**config.mk**
```make
export PLATFORM = sky130hd
export DESIGN_NAME = adder_nibble_seq_flat
export DESIGN_NICKNAME = d
export VERILOG_FILES = /design/src/rtl/adder_nibble_seq_if.sv /design/src/rtl/adder_nibble_seq.sv /design/src/flat_wrapper.sv
export SDC_FILE = /design/constraint.sdc
export NUM_CORES = 1
export LEC_CHECK = 0
export BUFFER_PORTS_ARGS = -buffer_cell sky130_fd_sc_hd__clkbuf_2
export CELL_PAD_IN_SITES_DETAIL_PLACEMENT = 1
export CELL_PAD_IN_SITES_GLOBAL_PLACEMENT = 2
export CORE_MARGIN = 2
export CORE_UTILIZATION = 35
export DETAILED_ROUTE_END_ITERATION = 6
export PLACE_DENSITY = 0.88
export SLEW_MARGIN = 20
export SYNTH_ARGS = -nofsm -noshare
export SYNTH_HDL_FRONTEND = slang
export SYNTH_SLANG_ARGS = --single-unit
```
**constraint.sdc**
```tcl
create_clock -name clk -period 2.8 [get_ports clk]
set_input_delay 0.56 -clock clk [delete_from_list [all_inputs] [get_ports clk]]
set_output_delay 0.56 -clock clk [all_outputs]
set_load 0.02 [all_outputs]
```
**src/rtl/adder_nibble_seq_if.sv**
```systemverilog
// Operand/result handshake bundle for the nibble-serial adder sequencer.
// Latency: none, wires only.
// Backpressure: in_valid/in_ready on the operand side, out_valid/out_ready on the result side.
interface adder_nibble_seq_if #(
    parameter int WIDTH = 16
);
    logic             in_valid;
    logic             in_ready;
    logic [WIDTH-1:0] in_a;
    logic [WIDTH-1:0] in_b;
    logic             in_cin;
    logic             out_valid;
    logic             out_ready;
    logic [WIDTH:0]   out_sum;

    // Requester side: issues operands, consumes results.
    modport master (
        output in_valid, in_a, in_b, in_cin, out_ready,
        input  in_ready, out_valid, out_sum
    );

    // Sequencer side: accepts operands, produces results.
    modport slave (
        input  in_valid, in_a, in_b, in_cin, out_ready,
        output in_ready, out_valid, out_sum
    );
endinterface

```
**src/rtl/adder_nibble_seq.sv**
```systemverilog
// Drives an external 4-bit ripple adder one nibble per cycle (LSB first) to build a WIDTH-bit sum.
// Latency: accept at edge k, RUN for NIB cycles, out_valid from cycle k+NIB+1; one result per NIB+2 cycles.
// Backpressure: result held in DONE until out_ready; operands refused (in_ready=0) while busy.
module adder_nibble_seq #(
    parameter int WIDTH = 16
) (
    input  logic                 clk,
    input  logic                 rst,
    adder_nibble_seq_if.slave    io,
    output logic [3:0]           nib_a,
    output logic [3:0]           nib_b,
    output logic                 nib_cin,
    input  logic [4:0]           nib_res
);
    localparam int NIB  = WIDTH / 4;
    localparam int IDXW = (NIB > 1) ? $clog2(NIB) : 1;
    localparam logic [IDXW-1:0] LAST_IDX = IDXW'(NIB - 1);

    typedef enum logic [1:0] {
        IDLE,
        RUN,
        DONE
    } state_t;

    state_t           state;
    logic [WIDTH-1:0] a_reg;
    logic [WIDTH-1:0] b_reg;
    logic [WIDTH-1:0] sum_reg;
    logic [WIDTH-1:0] sum_next;
    logic             carry;
    logic [IDXW-1:0]  idx;
    logic             in_ready_r;
    logic             out_valid_r;
    logic [WIDTH:0]   out_sum_r;
    int               base;

    assign io.in_ready  = in_ready_r;
    assign io.out_valid = out_valid_r;
    assign io.out_sum   = out_sum_r;

    // Select the current nibble for the adder and merge its result into the partial sum.
    always_comb begin
        base     = 4 * int'(idx);
        nib_a    = 4'h0;
        nib_b    = 4'h0;
        nib_cin  = 1'b0;
        sum_next = sum_reg;
        if (state == RUN) begin
            nib_a   = a_reg[base +: 4];
            nib_b   = b_reg[base +: 4];
            nib_cin = carry;
        end
        sum_next[base +: 4] = nib_res[3:0];
    end

    // Sequencer FSM: capture operands, step through nibbles, hold result until taken.
    always_ff @(posedge clk) begin
        if (rst) begin
            state       <= IDLE;
            a_reg       <= '0;
            b_reg       <= '0;
            sum_reg     <= '0;
            carry       <= 1'b0;
            idx         <= '0;
            in_ready_r  <= 1'b1;
            out_valid_r <= 1'b0;
            out_sum_r   <= '0;
        end else begin
            case (state)
                IDLE: begin
                    if (io.in_valid && in_ready_r) begin
                        a_reg      <= io.in_a;
                        b_reg      <= io.in_b;
                        sum_reg    <= '0;
                        carry      <= io.in_cin;
                        idx        <= '0;
                        in_ready_r <= 1'b0;
                        state      <= RUN;
                    end
                end
                RUN: begin
                    sum_reg <= sum_next;
                    carry   <= nib_res[4];
                    if (idx == LAST_IDX) begin
                        // idx parks on the last nibble; it only restarts on a new accept.
                        out_sum_r   <= {nib_res[4], sum_next};
                        out_valid_r <= 1'b1;
                        state       <= DONE;
                    end else begin
                        idx <= idx + 1'b1;
                    end
                end
                DONE: begin
                    // in_ready rises only after the return to IDLE, so no same-cycle accept.
                    if (io.out_ready) begin
                        out_valid_r <= 1'b0;
                        in_ready_r  <= 1'b1;
                        state       <= IDLE;
                    end
                end
                default: begin
                    state <= IDLE;
                end
            endcase
        end
    end
endmodule

```
**src/flat_wrapper.sv**
```systemverilog
// flat-port wrapper written by rule: the top's interface ports become plain ports
module adder_nibble_seq_flat 
#(
    parameter int WIDTH = 16
)
  (clk, rst, nib_a, nib_b, nib_cin, nib_res, io_in_valid, io_in_a, io_in_b, io_in_cin, io_out_ready, io_in_ready, io_out_valid, io_out_sum);
  adder_nibble_seq_if #(.WIDTH(WIDTH)) io_i ();
  input  logic clk;
  input  logic rst;
  output logic [3:0] nib_a;
  output logic [3:0] nib_b;
  output logic nib_cin;
  input  logic [4:0] nib_res;
  input wire logic [$bits(io_i.in_valid)-1:0] io_in_valid;
  input wire logic [$bits(io_i.in_a)-1:0] io_in_a;
  input wire logic [$bits(io_i.in_b)-1:0] io_in_b;
  input wire logic [$bits(io_i.in_cin)-1:0] io_in_cin;
  input wire logic [$bits(io_i.out_ready)-1:0] io_out_ready;
  output wire logic [$bits(io_i.in_ready)-1:0] io_in_ready;
  output wire logic [$bits(io_i.out_valid)-1:0] io_out_valid;
  output wire logic [$bits(io_i.out_sum)-1:0] io_out_sum;
  assign io_i.in_valid = io_in_valid;
  assign io_i.in_a = io_in_a;
  assign io_i.in_b = io_in_b;
  assign io_i.in_cin = io_in_cin;
  assign io_i.out_ready = io_out_ready;
  assign io_in_ready = io_i.in_ready;
  assign io_out_valid = io_i.out_valid;
  assign io_out_sum = io_i.out_sum;
  adder_nibble_seq #(.WIDTH(WIDTH)) u_core (.clk(clk), .rst(rst), .io(io_i), .nib_a(nib_a), .nib_b(nib_b), .nib_cin(nib_cin), .nib_res(nib_res));
endmodule
```
* Word level (Yosys, flattened, before mapping)
Index checks and enable logic that the tools add are counted. W data, S select, Z words.
Storage, ports and cells: register bits after elaboration 72, bits in latches 0, bits in writable memories 0, memory bits (read-only) 0, memories 0
Cells by class: add/sub/neg operators 2, multiply operators 0, div/mod/pow operators 0, $lt $le $gt $ge 0, equality and inequality tests 7, shift operators 4, mux-type cells 21, bitwise logic cells 0, reduce and logical (&&, ||, !) cells 12
Operators by type and width (count):
- $neg A4 Y33 | 1
- $shift A4 B33 Y16 const A | 1
- $shiftx A4 B33 Y16 | 1
- $pmux W16 S2 | 1
- $shiftx A16 B5 Y4 | 2
- $bwmux W16 | 1
- $mux W16 | 1
- $reduce_and A3 Y1 | 4
- $mux W2 | 5
- $mux W4 | 2
- $mux W1 | 6
- $ne A2 B2 Y1 const B | 3
- $pmux W1 S2 | 3
- $pmux W2 S3 | 1
- $reduce_and A2 Y1 | 3
- $reduce_bool A2 Y1 | 3
- $eq A2 B2 Y1 const B | 2
- $pmux W2 S2 | 1
- $add A2 B1 Y2 const B | 1
- $eq A2 B1 Y1 const B | 1
- $logic_not A2 Y1 | 1
- $ne A2 B1 Y1 const B | 1
- $logic_and A1 B1 Y1 | 1

* Logic depth before layout (Yosys ltp)
Gate-level depths: netlist (run 1).
depth after elaboration 4, depth in mapped cells 8, mapped depth without buffers 5

* Worst setup path after synthesis (run 1)
No wires, ideal clock.
kind reg-to-output, start point register u_core.idx[0], end point output port nib_a[1], data arrival time 1.311 ns, data required time 2.240 ns, setup slack 0.929 ns, cell stages (with the launch flop) 5, path buffers 2, path through dfxtp_1 buf_6 buf_8 mux4_2 nor2b_1
On the way: longest elaborated chain between the ends 2
RTL lines:
- start: declaration | RTL line adder_nibble_seq.sv:31 | logic [IDXW-1:0] idx;
- start signal: assignment | RTL line adder_nibble_seq.sv:90 | idx <= idx + 1'b1;
- $shiftx A16 B5 Y4 | RTL line adder_nibble_seq.sv:49 | nib_a = a_reg[base +: 4];
- $mux W4 | RTL line adder_nibble_seq.sv:48 | if (state == RUN) begin
- end: declaration | RTL line flat_wrapper.sv:10 | output logic [3:0] nib_a;
No other way between the ends.

* Final worst setup path (run 1)
start point register u_core.idx[0], end point output port nib_a[3]
The elaborated chain is that of the path after synthesis.

==> qor.yml, run 1 <==
yosys:
  synth_cell_types: 38
  yosysWarningCount: 0
  yosys_register_bits: 72
  synth_edf_count: 0
  yosysSeqAreaShare_pct: 45.46
  synthAdderAreaFrac_pct: 2.368
  syn_nets: 398
  ys.flop_type: "dfxtp_1"
  yosys-top-cells-area: "dfxtp_1 45%, nand2_1 8.2%, a21oi_1 7.1%"
  async_reset_ff_share_pct: 0
  syn_inst: 350
  synth-simple-area-share_pct: 20.32
  synth_top_family_by_area: "simple AND/OR/NAND/NOR gates"
  yosysMostFrequentCell: "dfxtp_1"
  synth_top_area_cell: "dfxtp_1"
  synth-xor-area-share_pct: 0
  synth_compound_area_share_pct: 20.24
  synth_common_cells: "72 x dfxtp_1, 69 x nand2_1, 45 x a21oi_1"
  synth_top_area_share_pct: 45.46
  synth_area_um2: 3171
  synth_mux_area_share_pct: 5.801
  syn_avg_cell_area_um2: 9.059
job:
  maxCapViolCount: 0
power_and_ir_drop:
  power_density_nw_per_um2: 566.7
  seqPwrFrac_pct: 52.5
  p_int_mw: 1.529
  power.leakage_nw: 1.497
  swShare_pct: 26.85
  ir_drop_mv: 0.2290
  p_comb_share_pct: 12.0
  clockPowerShare_pct: 35.5
  total_power_mw: 2.090
  p_sw_uw: 561.3
critical_path:
  startpoint_type: "flop"
  cpPeakStageDelay_ns: 0.73
  endpoint_kind: "output pin"
  crit_path_start: "u_core.idx[0]"
  cp.arrival_ns: 2.02
  r2r-end: "u_core.sum_reg[10]"
  crit_cells: 3
  endpoint: "nib_a[3]"
  rr_startpoint: "u_core.idx[0]"
  r2r_setup_slack_ns: 0.60
  path_delay_family: "flip-flops"
  required_ns: 2.24
  crit_chain: "mux4_1 > nor2b_1 > clkbuf_2"
  timing_worst_setup_path_type: "flop to output pin"
  crit_slowest_cell: "dfxtp_1"
  crit_fanout: 12
  cp_num_buf_inv: 1
  reg2reg_depth: 5
clock_network:
  htree_levels: 3
  clk_pin_slew_ns: 0.07
  cts.sinks: 72
  clk-insertion-delay-late_ns: 0.34
  ctsHoldBuffers: 0
  cts_buffers: 9
  cts_tree: "done"
  ctsResizeCount: 0
  clockBufferDepth: 2
  post_cts_buffers: 0
  clockRootBuffer: "clkbuf_8"
finish:
  largest_reg_flops: 17
  area_delta_synth_final_pct: 16.34
  design_area_um2: 3689
  final_nets: 453
  diodes: 0
  fill_cells: 1067
  multi_input_area_um2: 1545
  drive_gt1_share_pct: 24.45
  final-seq-area_um2: 1441
floorplan:
  die_area_um2: 9836
  initial_core_util_pct: 36.18
  core.rowCount: 34
  io_pins: 70
  design.core.area_um2: 8763
  die_y_um: 99.18
  die-width_um: 99.18
place:
  io_buffer_count: 69
  place_area_um2: 3516
  dpl.hpwl_mm: 5.573
  gp_congestion: 0.7820
timing:
  post-route-period-util_pct: 92.25
  setup_tns_ns: 0
  max_freq_ghz: 0.3872
  rsz0062_at_grt: "no"
  fin_skew_ns: 0.01315
  slew_headroom_pct: 44.10
  tightest_slew_ns: 0.8349
  setup-violations-final: 0
  drv_slew: 0
  hold_viol: 0
  post-route-min-period_ns: 2.583
  hold_slack_ns: 0.4392
status:
  status: "completed"
grt:
  grt_util_all_layers_pct: 17.01
  grt-ovfl-total: 0
  grt_pass1_wl_mm: 13.47
  antenna_found_initial: 0
  grt_max_degree: 37
  grt_pass1_vias: 2766
drt:
  drc: 0
  detail-route-antenna-nets: 0
  viasPerCell: 5.253
  drt_wl_total_mm: 8.019
  vias: 2716
  wire_per_inst_um: 15.51
  drt_iter0_markers: 107
  first_pass_iters: 4
min_path:
  hold_class: "input pin to flop"
[per-layer routing]
layer	track usage, %	routed length, um	part of all wire [%]	up-vias
met5	0	0	0	-
met1	21.38	3679	46	1287
met2	29.11	3872	48	64
met3	3.233	338	4.2	11
li1	-	-	-	1354
met4	6.217	129	1.6	0
[through the flow]
| step | std cells | util, % | worst slack, ns |
|---|---|---|---|
| floorplan | 350 | - | 0.9287 |
| global placement | 502 | 40.12 | 0.5567 |
| detailed placement | 502 | 40.12 | 0.5267 |
| CTS | 517 | 42.09 | 0.1488 |
| global route | 517 | 42.09 | 0.05941 |
| finish | 517 | 42.09 | 0.2171 |
[layout make-up]
type	count	share of cell area [%]
Clock buffer	12	4.206
Clock inverter	3	0.4749
Inverter	7	0.7123
Multi-Input combinational cell	243	41.89
Sequential cell	72	39.08
Tap cell	108	3.664
Timing Repair Buffer	72	9.973
[cell families after synthesis]
| family | after synthesis |
|---|---|
| flops | 72 |
| mux | 8 |
| simple gates | 127 |
| fa+ha+maj | 6 |
| compound gates | 102 |
| buf+inv | 35 |
[power groups by stage]
stage / Combinational (mW) / Clock [mW] / Sequential (mW)
final: 0.250 / 0.742 / 1.10
after global routing: 0.281 / 0.809 / 1.11
after CTS: 0.254 / 0.767 / 1.10
after detailed placement: 0.252 / 0 / 1.12
after global placement: 0.245 / 0 / 1.12
after floorplan: 0.194 / 0 / 1.11
[worst register-to-register path, cell delays in order (launching register included)]
cell and delay, ns:
dfxtp_1 0.73, inv_1 0.18, ha_1 0.42, nor3b_2 0.34
and3_1 0.28, a32o_1 0.19
[cells in the final DEF, fill, tap and decap left out, types with 6 or more instances in the layout]
cell type   n
dfxtp_1    72
nand2_1    69
clkbuf_2   69
a21oi_1    45
o21ai_0    17
nor2_1     12
a32o_1     12
clkbuf_8   11
nor2b_1    10
nand2b_1    8
a221oi_1    8
mux4_2      7
inv_1       6
ha_1        6
[worst min-delay path by stage]
stage                                   to  slack (ns)       startpoint  depth (start not counted)
after global routing       u_core.b_reg[3]        0.43       io_in_b[3]                          3
after floorplan            u_core.a_reg[7]        0.43  u_core.a_reg[7]                          2
after global placement     u_core.a_reg[3]        0.44  u_core.a_reg[3]                          2
after CTS                 u_core.a_reg[12]        0.42      io_in_a[12]                          3
final                      u_core.b_reg[3]        0.44       io_in_b[3]                          3
after detailed placement   u_core.b_reg[4]        0.45  u_core.b_reg[4]                          2
No activity file was read; power rests on OpenSTA's default activity.
==> inputs of run 2 (changes only) <==
Settings changed: CORE_UTILIZATION 35 to 32, PLACE_DENSITY 0.88 to 0.81.
Clock period 2.8 ns to 2.7 ns, I/O delays scaled along.
==> run 2 against run 1 <==
  * Sequential cell count unchanged
  * Die area up 9.0%
  * Power up 21%
  * Setup slack better by 0.046 ns
  * Critical path type unchanged
  * Critical endpoint unchanged
  * Largest power group unchanged
==> qor.yml, run 2 (synthesized netlist as in run 1, its figures left out) <==
drt:
  wire_per_inst_um: 15.17
  met2WireLength_mm: 3.983
  drc: 0
  dr_wl_met3_um: 403
  drt_iter0_markers: 81
  topRoutingLayerUsed: "met4"
  detail-route-antenna-nets: 0
  drt_wl_total_mm: 8.282
  viasPerCell: 5.046
  vias: 2755
  first_pass_iters: 4
  m1WireLength_mm: 3.737
power_and_ir_drop:
  power_density_nw_per_um2: 660.8
  power.leakage_nw: 1.556
  ir_drop_mv: 0.2861
clock_network:
  ctsHoldBuffers: 0
  cts.sinks: 72
  cts_tree: "done"
  clk-insertion-delay-late_ns: 0.35
  ctsResizeCount: 0
  clockRootBuffer: "clkbuf_8"
  clockBufferDepth: 2
  cts_buffers: 9
  post_cts_buffers: 0
  clk_pin_slew_ns: 0.08
  htree_levels: 3
finish:
  final_common_cell: "dfxtp_1"
  layout_common_cells: "72 x dfxtp_1, 69 x nand2_1, 69 x clkbuf_2, 45 x a21oi_1, 17 x o21ai_0"
  largest_reg_flops: 17
  diodes: 0
  area_delta_synth_final_pct: 21.19
  design_area_um2: 3842
  final_util_pct: 39.68
  drive_gt1_share_pct: 24.94
  final_nets: 456
floorplan:
  initial_core_util_pct: 32.74
  design.core.area_um2: 9684
  core.rowCount: 36
  die-width_um: 103.5
  die_y_um: 103.5
  io_pins: 70
  die_area_um2: 10720
grt:
  grt_pass1_vias: 2834
  grt_pass1_wl_mm: 14.12
  grt-ovfl-total: 0
  antenna_found_initial: 0
  grt_max_degree: 40
  grt_util_all_layers_pct: 16.18
place:
  place_area_um2: 3582
  gp_congestion: 0.7587
  dp_slack_ns: 0.6152
  dpl.hpwl_mm: 5.725
  io_buffer_count: 69
timing:
  max_freq_ghz: 0.4104
  setup-violations-final: 0
  post-route-period-util_pct: 90.24
  setup_tns_ns: 0
  hold_viol: 0
  fin_skew_ns: 0.01280
  drv_slew: 0
  rsz0062_at_grt: "no"
  slew_headroom_pct: 53.12
  post-route-min-period_ns: 2.437
  fin_ws_ns: 0.2634
  tightest_slew_ns: 0.7031
critical_path:
  startpoint_type: "flop"
  crit_chain: "buf_12 > mux4_1 > nor2b_1 > clkbuf_2"
  cpPeakStageDelay_ns: 0.54
  crit_fanout: 13
  rr_startpoint: "u_core.idx[0]"
  required_ns: 2.16
  cp.arrival_ns: 1.90
  r2r-end: "u_core.sum_reg[10]"
  crit_slowest_cell: "mux4_1"
  reg2reg_depth: 6
  r2r_setup_slack_ns: 0.69
  timing_worst_setup_path_type: "flop to output pin"
  endpoint_kind: "output pin"
job:
  maxCapViolCount: 0
min_path:
  hold_depth: 3
  hold_class: "input pin to flop"
  min_from: "io_in_b[10]"
  holdPathEnd: "u_core.b_reg[10]"
status:
  status: "completed"
==> run 2: worst max path at each step <==
stage,start,to,slack [ns],cells past startpoint
final,u_core.idx[0],nib_a[3],0.26,4
after global routing,u_core.idx[0],nib_a[3],0.13,4
after CTS,u_core.idx[0],nib_a[3],0.22,4
after detailed placement,u_core.idx[0],nib_a[3],0.62,4
after global placement,u_core.idx[0],nib_a[3],0.65,4
after floorplan,u_core.idx[0],nib_a[1],0.85,4
==> run 2: layout make-up <==
| class | count | area (um2) |
|---|---|---|
| Clock buffer | 11 | 131.4 |
| Clock inverter | 5 | 128.9 |
| Fill cell | 1175 | 5842 |
| Inverter | 7 | 26.28 |
| Multi-Input combinational cell | 243 | 1545 |
| Sequential cell | 72 | 1441 |
| Tap cell | 133 | 166.4 |
| Timing Repair Buffer | 75 | 402.9 |
==> run 2: where the power goes <==
part,internal (mW),total [mW],switching (mW)
Combinational,0.111,0.272,0.161
Sequential,1.10,1.13,0.0307
Clock,0.710,1.13,0.423
==> run 2: through the flow <==
step	hold WS, ns	std cells	power, mW
finish	0.3989	546	2.539
global route	0.3849	546	2.658
CTS	0.3824	546	2.565
detailed placement	0.4466	530	1.434
global placement	0.4402	530	1.425
floorplan	0.4315	350	1.348
==> run 2: layer usage <==
metal	track usage, %	vias up
li1	-	1361
met1	20.29	1323
met2	26.49	58
met3	4.468	13
met4	6.274	0
met5	0	-
==> run 2: worst max-delay path: cells and delay by family (launching register included) <==
family | cells | cell delay [ns]
buffers and inverters | 2 | 0.38
flip-flops | 1 | 0.49
multiplexers | 1 | 0.54
AND/OR/NAND/NOR | 1 | 0.15
==> inputs of run 3 (changes only) <==
Settings changed: BUFFER_PORTS_ARGS -buffer_cell sky130_fd_sc_hd__clkbuf_2 to -buffer_cell sky130_fd_sc_hd__buf_4, GPL_TIMING_DRIVEN from default to 0.
==> run 3 against run 2 <==
  * Clock power is 15% lower
  * Critical path type unchanged
  * Sequential share of layout area fell by 1.9 points
  * Register-to-register slack got worse by 0.17 ns
  * Largest power group unchanged
  * Critical path depth stayed put
==> qor.yml, run 3 (synthesized netlist as in run 1, its figures left out) <==
floorplan:
  die_y_um: 103.5
  initial_core_util_pct: 32.74
  design.core.area_um2: 9684
  io_pins: 70
  die_area_um2: 10720
  core.rowCount: 36
  die-width_um: 103.5
status:
  status: "completed"
critical_path:
  timing_worst_setup_path_type: "flop to output pin"
  cp.arrival_ns: 1.94
  required_ns: 2.16
  startpoint_type: "flop"
  endpoint_kind: "output pin"
  crit_fanout: 9
timing:
  hold_slack_ns: 0.4280
  tightest_slew_ns: 0.5727
  post-route-min-period_ns: 2.479
  max_freq_ghz: 0.4034
  slew_headroom_pct: 61.82
  rsz0062_at_grt: "no"
  hold_viol: 0
  fin_skew_ns: 0.01270
  drv_slew: 0
  setup-violations-final: 0
  post-route-period-util_pct: 91.82
  setup_tns_ns: 0
clock_network:
  post_cts_buffers: 0
  clockBufferDepth: 2
  ctsResizeCount: 0
  cts_tree: "done"
  cts_buffers: 9
  clk-insertion-delay-late_ns: 0.35
  cts.sinks: 72
  clk_pin_slew_ns: 0.09
  clockRootBuffer: "clkbuf_8"
  ctsHoldBuffers: 0
  htree_levels: 3
finish:
  drive_gt1_share_pct: 26.45
  largest_reg_flops: 17
  fill_cells: 1166
  area_delta_synth_final_pct: 27.78
  final_nets: 475
  diodes: 0
  layout_common_cells: "72 x dfxtp_1, 71 x buf_4, 69 x nand2_1, 45 x a21oi_1, 17 x o21ai_0"
  final_common_cell: "dfxtp_1"
grt:
  antenna_found_initial: 0
  grt_util_all_layers_pct: 18.04
  grt_max_degree: 13
  grt_pass1_vias: 3001
  grt_pass1_wl_mm: 15.46
  grt-ovfl-total: 0
place:
  dpl.hpwl_mm: 6.647
  gp_congestion: 0.7965
  io_buffer_count: 66
job:
  maxCapViolCount: 0
power_and_ir_drop:
  power_density_nw_per_um2: 594.5
  power.leakage_nw: 1.636
  ir_drop_mv: 0.2972
drt:
  detail-route-antenna-nets: 0
  wire_per_inst_um: 16.28
  vias: 2831
  drt_iter0_markers: 58
  first_pass_iters: 4
  viasPerCell: 5.020
  drc: 0
  drt_wl_total_mm: 9.184
min_path:
  hold_class: "input pin to flop"
-- run 3: changes by cell type in the layout (fill, tap and decap cells not counted), sizes merged --
cell,delta
clkbuf,-63
bufinv,-2
buf,+81
clkinv,+1
clkinvlp,+1
-- run 3: metal layers --
layer  vias to the layer above  track usage, %  wire length (um)
li1                       1395               -                 -
met1                      1350           22.22              4117
met2                        71           31.13              4513
met3                        15           4.154               329
met4                         0           6.081               224
met5                         -               0                 0
-- run 3: cell type report --
type / count / area, um2 / share of cell area, %
Multi-Input combinational cell: 243 / 1545 / 38.14
Sequential cell: 72 / 1441 / 35.58
Timing Repair Buffer: 66 / 495.5 / 12.23
Tap cell: 133 / 166.4 / 4.107
Buffer: 28 / 157.7 / 3.891
Clock buffer: 10 / 137.6 / 3.397
Clock inverter: 5 / 81.33 / 2.007
Inverter: 7 / 26.28 / 0.6485
-- run 3: worst max-delay path, stage by stage, from the launching register on --
cell and delay, ns:
dfxtp_1 0.39, buf_2 0.31, mux4_2 0.53, nor2b_1 0.17, buf_4 0.19
-- run 3: report_power, final --
group          switching [mW]  total, mW  internal, mW
Combinational           0.178      0.319         0.141
Clock                   0.420      0.961         0.541
Sequential             0.0259       1.13          1.10
Total                   0.624       2.41          1.78
-- run 3: per-stage QoR --
step	cells	total power, mW	area, um2	setup slack, ns	util, %
global route	564	2.528	4051	0.1022	41.83
detailed placement	549	1.476	3832	0.5799	39.57
CTS	564	2.430	4051	0.1943	41.83
finish	564	2.408	4051	0.2210	41.83
global placement	549	1.467	3832	0.5988	39.57
floorplan	350	1.348	3171	0.8487	-
-- run 3: path summary, 6_finish.rpt --
check	start	cells past startpoint	slack, ns	endpoint
max	u_core.idx[1]	4	0.22	nib_b[1]
max reg2reg	u_core.idx[1]	6	0.52	u_core.sum_reg[10]
min	io_in_b[11]	3	0.43	u_core.b_reg[11]
min reg2reg	u_core.a_reg[6]	2	0.46	u_core.a_reg[6]
